===== src/rtl/uart_tx.sv =====
// rtl/uart_tx.sv - 8N1 UART transmitter with a circular transmit FIFO
module uart_tx #(
    parameter int CLK_FREQ   = 50000000,
    parameter int BAUD       = 9600,
    parameter int FIFO_DEPTH = 4
) (
    input  logic                         i_clk,
    input  logic                         i_rst,
    input  logic [7:0]                   i_data,
    input  logic                         i_valid,
    output logic                         o_ready,
    output logic                         o_tx,
    output logic                         o_busy,
    output logic [$clog2(FIFO_DEPTH):0]  o_count
);

    localparam int CLKS_PER_BIT = CLK_FREQ / BAUD;
    localparam int BAUD_W       = (CLKS_PER_BIT > 1) ? $clog2(CLKS_PER_BIT) : 1;
    localparam int PTR_W        = $clog2(FIFO_DEPTH);
    localparam int CNT_W        = PTR_W + 1;

    localparam logic [BAUD_W-1:0] BAUD_LAST = BAUD_W'(CLKS_PER_BIT - 1);
    localparam logic [CNT_W-1:0]  CNT_FULL  = CNT_W'(FIFO_DEPTH);

    typedef enum logic [1:0] {
        ST_IDLE  = 2'd0,
        ST_START = 2'd1,
        ST_DATA  = 2'd2,
        ST_STOP  = 2'd3
    } state_t;

    state_t             state_q, state_d;
    logic [BAUD_W-1:0]  baud_cnt_q, baud_cnt_d;
    logic [2:0]         bit_idx_q, bit_idx_d;
    logic [7:0]         shift_q, shift_d;
    logic               tx_q, tx_d;
    logic               busy_q, busy_d;
    logic [PTR_W-1:0]   wr_ptr_q, wr_ptr_d;
    logic [PTR_W-1:0]   rd_ptr_q, rd_ptr_d;
    logic [CNT_W-1:0]   count_q, count_d;
    logic [7:0]         mem_q [FIFO_DEPTH];

    logic push;
    logic pop;
    logic bit_done;
    logic have_data;

    // Ready depends on the registered count only, so a full buffer stays
    // unready even in the cycle the transmitter pops from it.
    assign o_ready   = count_q < CNT_FULL;
    assign push      = i_valid & o_ready;
    assign have_data = count_q != '0;
    assign bit_done  = baud_cnt_q == BAUD_LAST;

    assign o_tx    = tx_q;
    assign o_busy  = busy_q;
    assign o_count = count_q;

    always_comb begin
        state_d    = state_q;
        baud_cnt_d = bit_done ? '0 : baud_cnt_q + BAUD_W'(1);
        bit_idx_d  = bit_idx_q;
        shift_d    = shift_q;
        tx_d       = tx_q;
        busy_d     = busy_q;
        pop        = 1'b0;
        case (state_q)
            ST_IDLE: begin
                baud_cnt_d = '0;
                tx_d       = 1'b1;
                busy_d     = 1'b0;
                if (have_data) begin
                    pop       = 1'b1;
                    shift_d   = mem_q[rd_ptr_q];
                    bit_idx_d = '0;
                    tx_d      = 1'b0;
                    busy_d    = 1'b1;
                    state_d   = ST_START;
                end
            end
            ST_START: begin
                if (bit_done) begin
                    tx_d      = shift_q[0];
                    shift_d   = {1'b0, shift_q[7:1]};
                    bit_idx_d = '0;
                    state_d   = ST_DATA;
                end
            end
            ST_DATA: begin
                if (bit_done) begin
                    if (bit_idx_q == 3'd7) begin
                        tx_d    = 1'b1;
                        state_d = ST_STOP;
                    end else begin
                        tx_d      = shift_q[0];
                        shift_d   = {1'b0, shift_q[7:1]};
                        bit_idx_d = bit_idx_q + 3'd1;
                    end
                end
            end
            ST_STOP: begin
                if (bit_done) begin
                    // Chain straight into the next start bit when bytes wait.
                    if (have_data) begin
                        pop       = 1'b1;
                        shift_d   = mem_q[rd_ptr_q];
                        bit_idx_d = '0;
                        tx_d      = 1'b0;
                        busy_d    = 1'b1;
                        state_d   = ST_START;
                    end else begin
                        tx_d    = 1'b1;
                        busy_d  = 1'b0;
                        state_d = ST_IDLE;
                    end
                end
            end
            default: begin
                baud_cnt_d = '0;
                tx_d       = 1'b1;
                busy_d     = 1'b0;
                state_d    = ST_IDLE;
            end
        endcase
    end

    always_comb begin
        wr_ptr_d = push ? wr_ptr_q + PTR_W'(1) : wr_ptr_q;
        rd_ptr_d = pop  ? rd_ptr_q + PTR_W'(1) : rd_ptr_q;
        count_d  = count_q;
        case ({push, pop})
            2'b10:   count_d = count_q + CNT_W'(1);
            2'b01:   count_d = count_q - CNT_W'(1);
            default: count_d = count_q;
        endcase
    end

    always_ff @(posedge i_clk) begin
        if (push) begin
            mem_q[wr_ptr_q] <= i_data;
        end
    end

    always_ff @(posedge i_clk or posedge i_rst) begin
        if (i_rst) begin
            state_q    <= ST_IDLE;
            baud_cnt_q <= '0;
            bit_idx_q  <= '0;
            shift_q    <= '0;
            tx_q       <= 1'b1;
            busy_q     <= 1'b0;
            wr_ptr_q   <= '0;
            rd_ptr_q   <= '0;
            count_q    <= '0;
        end else begin
            state_q    <= state_d;
            baud_cnt_q <= baud_cnt_d;
            bit_idx_q  <= bit_idx_d;
            shift_q    <= shift_d;
            tx_q       <= tx_d;
            busy_q     <= busy_d;
            wr_ptr_q   <= wr_ptr_d;
            rd_ptr_q   <= rd_ptr_d;
            count_q    <= count_d;
        end
    end

endmodule

===== config.mk =====
export PLATFORM = sky130hd
export DESIGN_NAME = uart_tx
export DESIGN_NICKNAME = d
export VERILOG_FILES = /design/src/rtl/uart_tx.sv
export SDC_FILE = /design/constraint.sdc
export NUM_CORES = 1
export LEC_CHECK = 0
export CORE_MARGIN = 2
export CORE_UTILIZATION = 53
export DETAILED_ROUTE_END_ITERATION = 10
export GPL_TIMING_DRIVEN = 0
export PLACE_DENSITY = 0.77
export SETUP_SLACK_MARGIN = 0.5
export SYNTH_ARGS = -nofsm -noshare
export SYNTH_HDL_FRONTEND = slang
export SYNTH_SLANG_ARGS = --single-unit

===== constraint.sdc =====
create_clock -name i_clk -period 2.6 [get_ports i_clk]
set_clock_uncertainty 0.15 [all_clocks]
set_input_delay 0.78 -clock i_clk [delete_from_list [all_inputs] [get_ports i_clk]]
set_output_delay 0.78 -clock i_clk [all_outputs]
set_load 0.005 [all_outputs]

==> metrics.md, run 1 <==
| Metric | Value |
|---|---|
| Antenna-violating nets left | 0 |
| Outcome | completed |
| Max Cap Violations | 0 |
| Slew margin rel. | 0.479 |
| FMAX | 424 MHz |
| Placed Cells incl. Taps | 313 |
| Buffers on Ports | 16 |
| Vias | 1,952 |
| Routed wire length | 6.36 mm |
| Seq/Total Area, Yosys | 0.589 |
| Hold Fails Final Rpt | 0 |
| Post-synth net total | 250 |
| Drt via density | 5.55 |
| Mapped cell area | 3120 sq um |
| Minimum clock period | 2.36 ns |
| Synth async-reset ratio | 0.522 |
| Die H | 80.7 um |
| Total grt overflow | 0 |
| Die width | 80.7 um |
| Switching Fraction | 0.341 |
| CTS buffer count | 9 |
| Pwr dens | 1190 nW/um^2 |
| Drc violations | 0 |
| Post-synth EDFFs | 32 |
| Worst IR drop on VDD | 0.678 mV |
| Crit path launch type | flop |
| Antenna Diode Count | 0 |
| WS Path Type | reg -> reg |
| Clock root cell | clkbuf_8 |
| Setup crit end kind | flop |
| Hold Path Cell Cnt | 1 |
| CTS tree | built |
| H-tree depth | 3 |
| Clock Pin Slew Worst Setup and Hold Paths | 0.08 ns |
| Hold slack final | 0.354 ns |
| Worst Path Required | 2.71 ns |
| First-pass DRT Iterations | 4 |
| Synth Area per Inst | 13.9 sq um |
| Die ar. | 6520 sq um |
| RSZ-0062 raised after global routing | true |
| Largest net degree at the start of global routing | 36 |
| Post-synth cell types | 39 |
| Tot GR Track Use | 0.207 |
| First-pass GRT wire length | 9.85 mm |
| Dpl hpwl | 3.59 mm |
| Number of synthesized register bits | 67 |
| Worst Hold Class | reg -> reg |
| Leading area contributor after synthesis | edfxtp_1 |
| Pint | 3.13 mW |
| Reg2Reg Depth | 11 |
| Core area | 5610 sq um |
| Clock Tree Buf Depth | 2 |
| Most frequent cells in the layout | edfxtp_1, dfrtp_1, buf_4 |
| Layout cells sized above 1 | 0.368 |
| Wire per inst | 18.1 um |
| Vias in the first global route | 1,978 |
| Pwr Total | 4.75 mW |
| Final Net Count | 300 |
| Worst-Margin Slew | 0.780 ns |
| Switching pwr | 1.62 mW |
| Post-synth top area share | 0.308 |
| CTS sink cnt | 67 |
| Setup violations, final | 0 |
| Top cells by area, synth | edfxtp_1, dfrtp_1, mux2_2 |
| Initial Util | 0.556 |
| Non-filler cells, final | 352 |
| Cells after synthesis | 225 |
| Final slew viol count | 0 |
| Final setup margin | 0.243 ns |
| Post-synth top flop | dfrtp_1 |
| Commonest non-fill, non-tap cell in the layout | edfxtp_1 |
| Area grow syn2layout | 27.7% |
| Placed cell area | 3430 sq um |
| Layout Utilization | 0.710 |
| LEAKAGE | 1.57 nW |
| Iter 0 DRT Violations | 65 |
| Gpl congestion | 0.812 |
| Rows | 27 |
| Flop pwr share | 0.327 |
| Clock power frac | 0.184 |
| Ports | 17 |
| Warning count from the yosys run | 0 |
| CP max FO | 4 |
| Worst EP arrival | 2.47 ns |
| Worst slack, placed | -0.184 ns |
| Final period util | 0.906 |
| Initial antenna violation count | 0 |
| Worst-Skew Late Latency | 0.35 ns |
| Comb power frac | 0.489 |
| Design area | 3980 sq um |
| Setup TNS | 0 ns |
## final timing paths
path                               start            end  slack (ns)
min in group asynchronous          i_rst  baud_cnt_q[6]        0.77
hold reg to reg            baud_cnt_q[0]  baud_cnt_q[0]        0.35
setup / recovery              state_q[1]     o_count[2]        0.24
setup reg to reg              state_q[1]     o_count[2]        0.24
hold / removal             baud_cnt_q[0]  baud_cnt_q[0]        0.35
max in group asynchronous          i_rst  baud_cnt_q[8]        1.06
## critical path: stages, from the launching register on
cell and delay, ns:
dfrtp_2 0.44, inv_2 0.09, ha_4 0.21, clkbuf_16 0.15, nor3_4 0.12, and2_4 0.18, ha_4 0.13, inv_2 0.04
fa_2 0.33, xor2_1 0.15, nor2_1 0.15, xnor2_1 0.14
## Yosys cell counts, types with 2 or more instances
cell type and number:
nor2_1 14, xor2_1 4, nor2b_1 3, xnor2_1 10
and3_1 2, mux4_2 8, nor3_1 7, edfxtp_1 32
nand2_1 6, o211ai_1 2, nand3_1 11, ha_1 13
mux2i_1 2, inv_1 16, clkbuf_1 4, mux2_2 17
o21ai_0 8, nand4_1 2, and2_1 5, a21oi_1 5
dfrtp_1 34, or3_1 3
## layout make-up
type                            instances  area [sq um]
Tap cell                               72          90.1
Timing Repair Buffer                   39           347
Clock buffer                            9           124
Sequential cell                        67          1840
Fill cell                             382          1620
Inverter                               16          63.8
Multi-Input combinational cell        135          1370
Buffer                                  7          67.6
Clock inverter                          7          76.3
## power by group through the flow
stage / Combinational (mW) / Clock [mW] / Sequential (mW)
after floorplan: 1.33 / 0 / 1.52
final: 2.32 / 0.875 / 1.55
after CTS: 1.99 / 0.876 / 1.53
after global routing: 2.51 / 0.926 / 1.59
after detailed placement: 1.70 / 0 / 1.55
after global placement: 1.67 / 0 / 1.54
## registers in the layout (all words and copies together), names as in the netlist
register and cells:
baud_cnt_q 13, bit_idx_q 3, mem_q 32, o_busy 1, o_count 3, o_tx 1
rd_ptr_q 2, shift_q 8, state_q 2, wr_ptr_q 2
## repair_timing
action | CTS | global route
pin swaps | 10 | 9
hold buffers | 0 | 0
gates resized for setup | 24 | 22
setup buffers | 16 | 7
endpoints found under the setup margin | 75 | 14
## logic make-up after synthesis
logic type	count (synthesis)	share of synthesized area
AOI/OAI and AO/OA	22	0.0529
xor gates and xnor gates	14	0.0393
adders and majority gates	14	0.0585
buffers and inverters	23	0.0309
DFF	67	0.589
muxes	27	0.125
and+or+nand+nor	58	0.104
## metal layers
layer  vias up  wire (um)  GRT usage
li1        912          -          -
met1       957       2780      0.285
met5         -          0          0
met2        61       3080      0.323
met3        22        247     0.0378
met4         0        244     0.0966
Note: power is estimated with default switching activity, not from simulation.
==> run 2: changes to the inputs <==
--- a/config.mk
+++ b/config.mk
@@ -5,6 +5,7 @@
 export SDC_FILE = /design/constraint.sdc
 export NUM_CORES = 1
 export LEC_CHECK = 0
+export CAP_MARGIN = 40
 export CORE_MARGIN = 2
 export CORE_UTILIZATION = 53
 export DETAILED_ROUTE_END_ITERATION = 10
==> run 2 against run 1 <==
Sequential power hardly changed; count of clock-buffer cells in the layout is the same; first-iteration DRC count is 75% higher; via count decreased by 2.0%; utilization fell by 1.6 points; combinational power down 7%; critical endpoint unchanged.
==> metrics.md, run 2 (same netlist as run 1, synthesis figures left out) <==
| Metric | Value |
|---|---|
| Post-CTS Hold Buffers | 0 (unchanged) |
| Minimum clock period | 2.33 ns (was 2.36 ns) |
| CTS tree | built (unchanged) |
| Non-filler cells, final | 352 (unchanged) |
| Clock Pin Slew Worst Setup and Hold Paths | 0.08 ns (about the same) |
| Clock Tree Buf Depth | 2 (unchanged) |
| Clock root cell | clkbuf_8 (unchanged) |
| Crit-path leading delay family | adder cells (unchanged) |
| Reg2reg end | o_count[2] (unchanged) |
| First-pass GRT wire length | 9.52 mm (was 9.85 mm) |
| Largest register FFs | 32 (unchanged) |
| Gpl congestion | 0.812 (unchanged) |
| Max incr delay on CP | 0.43 ns (was 0.44 ns) |
| Pwr dens | 1140 nW/um^2 (was 1190 nW/um^2) |
| Worst-Skew Late Latency | 0.34 ns (was 0.35 ns) |
| Drc violations | 0 (unchanged) |
| Die width | 80.7 um (unchanged) |
| Worst slack, placed | -0.173 ns (was -0.184 ns) |
| Die ar. | 6520 sq um (unchanged) |
| Crit path cell chain | inv_2 -> ha_4 -> clkbuf_16 -> nor3_4 -> and2_4 -> ha_4 -> inv_2 -> fa_2 -> xor2_1 -> nor2_1 -> xnor2_1 (unchanged) |
| Pwr Total | 4.45 mW (was 4.75 mW) |
| Placed Cells incl. Taps | 314 (was 313) |
| Setup TNS | 0 ns (unchanged) |
| Routed wire length | 5.77 mm (was 6.36 mm) |
| Initial antenna violation count | 0 (unchanged) |
| Worst Hold Class | reg -> reg (unchanged) |
| Die H | 80.7 um (unchanged) |
| CP bufs+invs | 3 (unchanged) |
| Core area | 5610 sq um (unchanged) |
| LEAKAGE | 1.54 nW (was 1.57 nW) |
| Antenna-violating nets left | 0 (unchanged) |
| Worst IR drop on VDD | 0.669 mV (was 0.678 mV) |
| Worst Path Required | 2.71 ns (about the same) |
| WS Path Type | reg -> reg (unchanged) |
| Antenna Diode Count | 0 (unchanged) |
| CP max stage cell | dfrtp_1 (was dfrtp_2) |
| Dpl hpwl | 3.71 mm (was 3.59 mm) |
| Ports | 17 (unchanged) |
| Final slew viol count | 0 (unchanged) |
| Final period util | 0.895 (was 0.906) |
| Vias in the first global route | 1,982 (was 1,978) |
| Flop pwr share | 0.345 (was 0.327) |
| Worst Setup EP | o_count[2] (unchanged) |
| Drt via density | 5.43 (was 5.55) |
| Worst-Margin Slew | 0.820 ns (was 0.780 ns) |
| Comb power frac | 0.483 (was 0.489) |
| Clock power frac | 0.172 (was 0.184) |
| Crit path launch type | flop (unchanged) |
| Tot GR Track Use | 0.199 (was 0.207) |
| Cell count along the critical path | 11 (unchanged) |
| Worst EP arrival | 2.44 ns (was 2.47 ns) |
| RSZ-0062 raised after global routing | true (unchanged) |
| Final Net Count | 300 (unchanged) |
| Outcome | completed (unchanged) |
| Hold Fails Final Rpt | 0 (unchanged) |
| Switching pwr | 1.51 mW (was 1.62 mW) |
| CTS sink cnt | 67 (unchanged) |
| Setup violations, final | 0 (unchanged) |
| R2R Setup Slk | 0.27 ns (was 0.24 ns) |
| Wire per inst | 16.4 um (was 18.1 um) |
| CTS buffer count | 9 (unchanged) |
| Iter 0 DRT Violations | 114 (was 65) |
| Reg2Reg Depth | 11 (unchanged) |
| Rows | 27 (unchanged) |
| Setup crit end kind | flop (unchanged) |
| Switching Fraction | 0.339 (was 0.341) |
| Total grt overflow | 0 (unchanged) |
| Vias | 1,913 (was 1,952) |
| Hold slack final | 0.328 ns (was 0.354 ns) |
| FMAX | 430 MHz (was 424 MHz) |
| CP max FO | 3 (was 4) |
| Regs by FF count | mem_q x32, baud_cnt_q x13, shift_q x8 (unchanged) |
| Buffers on Ports | 16 (unchanged) |
| Crit path launch | state_q[1] (unchanged) |
| Area grow syn2layout | 24.8% (was 27.7%) |
| Reg-to-reg startpoint | state_q[1] (unchanged) |
| Most frequent cells in the layout | dfrtp_1, edfxtp_1, buf_4 (was edfxtp_1, dfrtp_1, buf_4) |
| Biggest register | mem_q (unchanged) |
| First-pass DRT Iterations | 4 (unchanged) |
| Slew margin rel. | 0.453 (was 0.479) |
| Max Cap Violations | 0 (unchanged) |
| Largest net degree at the start of global routing | 20 (was 36) |
| Final setup margin | 0.272 ns (was 0.243 ns) |
| Initial Util | 0.556 (unchanged) |
| Pint | 2.94 mW (was 3.13 mW) |
| Layout cells sized above 1 | 0.350 (was 0.368) |
| H-tree depth | 3 (unchanged) |
run 2: changes by cell type in the layout (fill, tap and decap cells not counted), moves of 2 or more:
cell | previous run | this run
buf_6 | 4 | 2
clkinv_2 | 0 | 2
mux2_4 | 9 | 3
mux2_2 | 8 | 14
run 2: worst min path at each step:
| stage | from | end | slack (ns) | cells past startpoint |
|---|---|---|---|---|
| 3_3_place_gp | baud_cnt_q[0] | baud_cnt_q[0] | 0.30 | 1 |
| 3_5_place_dp | baud_cnt_q[0] | baud_cnt_q[0] | 0.31 | 1 |
| 6_report | o_tx | o_tx | 0.33 | 2 |
| 4_1_cts | o_tx | o_tx | 0.33 | 2 |
| 5_1_grt | o_tx | o_tx | 0.34 | 2 |
| 2_1_floorplan | baud_cnt_q[0] | baud_cnt_q[0] | 0.28 | 1 |
run 2: timing repair:
action                     CTS  global route
setup endpoints to repair   42            17
resized for setup           17            11
pin swaps                    8             9
gates cloned                 0             0
setup buffers               17             5
run 2: worst register-to-register path, delay by kind of cell, from the launching register on:
kind                       cells  cell delay (ns)
xor gates and xnor gates       2             0.28
adders and majority gates      3             0.66
buffers and inverters          3             0.29
DFF                            1             0.43
and+or+nand+nor                3             0.45
run 2: routing by layer:
| layer | track usage | vias up | wire length (um) |
|---|---|---|---|
| met5 | 0 | - | 0 |
| met4 | 0.0915 | 0 | 103 |
| met3 | 0.0267 | 10 | 181 |
| met2 | 0.321 | 38 | 2850 |
| met1 | 0.271 | 944 | 2640 |
| li1 | - | 921 | - |
run 2: cell type report:
class	count	area, sq um
repair buffers	39	363
well taps	72	90.1
clock buffers	9	124
plain buffers	7	61.3
fillers	401	1710
flip-flops and latches	67	1840
clock inverters	7	52.6
multi-input cells	135	1300
inverters	16	62.6
run 2: through the flow:
| step | utilization | cell area [sq um] |
|---|---|---|
| floorplan | - | 3180 |
| global placement | 0.612 | 3430 |
| detailed placement | 0.617 | 3460 |
| CTS | 0.678 | 3800 |
| global route | 0.694 | 3890 |
| finish | 0.694 | 3890 |
run 2: power groups by stage:
stage / logic (mW) / clock network, mW / registers (mW)
after floorplan: 1.33 / 0 / 1.52
after global placement: 1.67 / 0 / 1.54
after detailed placement: 1.71 / 0 / 1.56
after CTS: 1.95 / 0.774 / 1.53
after global routing: 2.32 / 0.818 / 1.57
final: 2.15 / 0.764 / 1.54
==> run 3: changes to the inputs <==
--- a/config.mk
+++ b/config.mk
@@ -5,6 +5,7 @@
 export SDC_FILE = /design/constraint.sdc
 export NUM_CORES = 1
 export LEC_CHECK = 0
+export ABC_CLOCK_PERIOD_IN_PS = 2600
 export CAP_MARGIN = 40
 export CORE_MARGIN = 2
 export CORE_UTILIZATION = 53
==> results of run 3 <==
Final layout, timing and power as in run 2 (identical DEF).
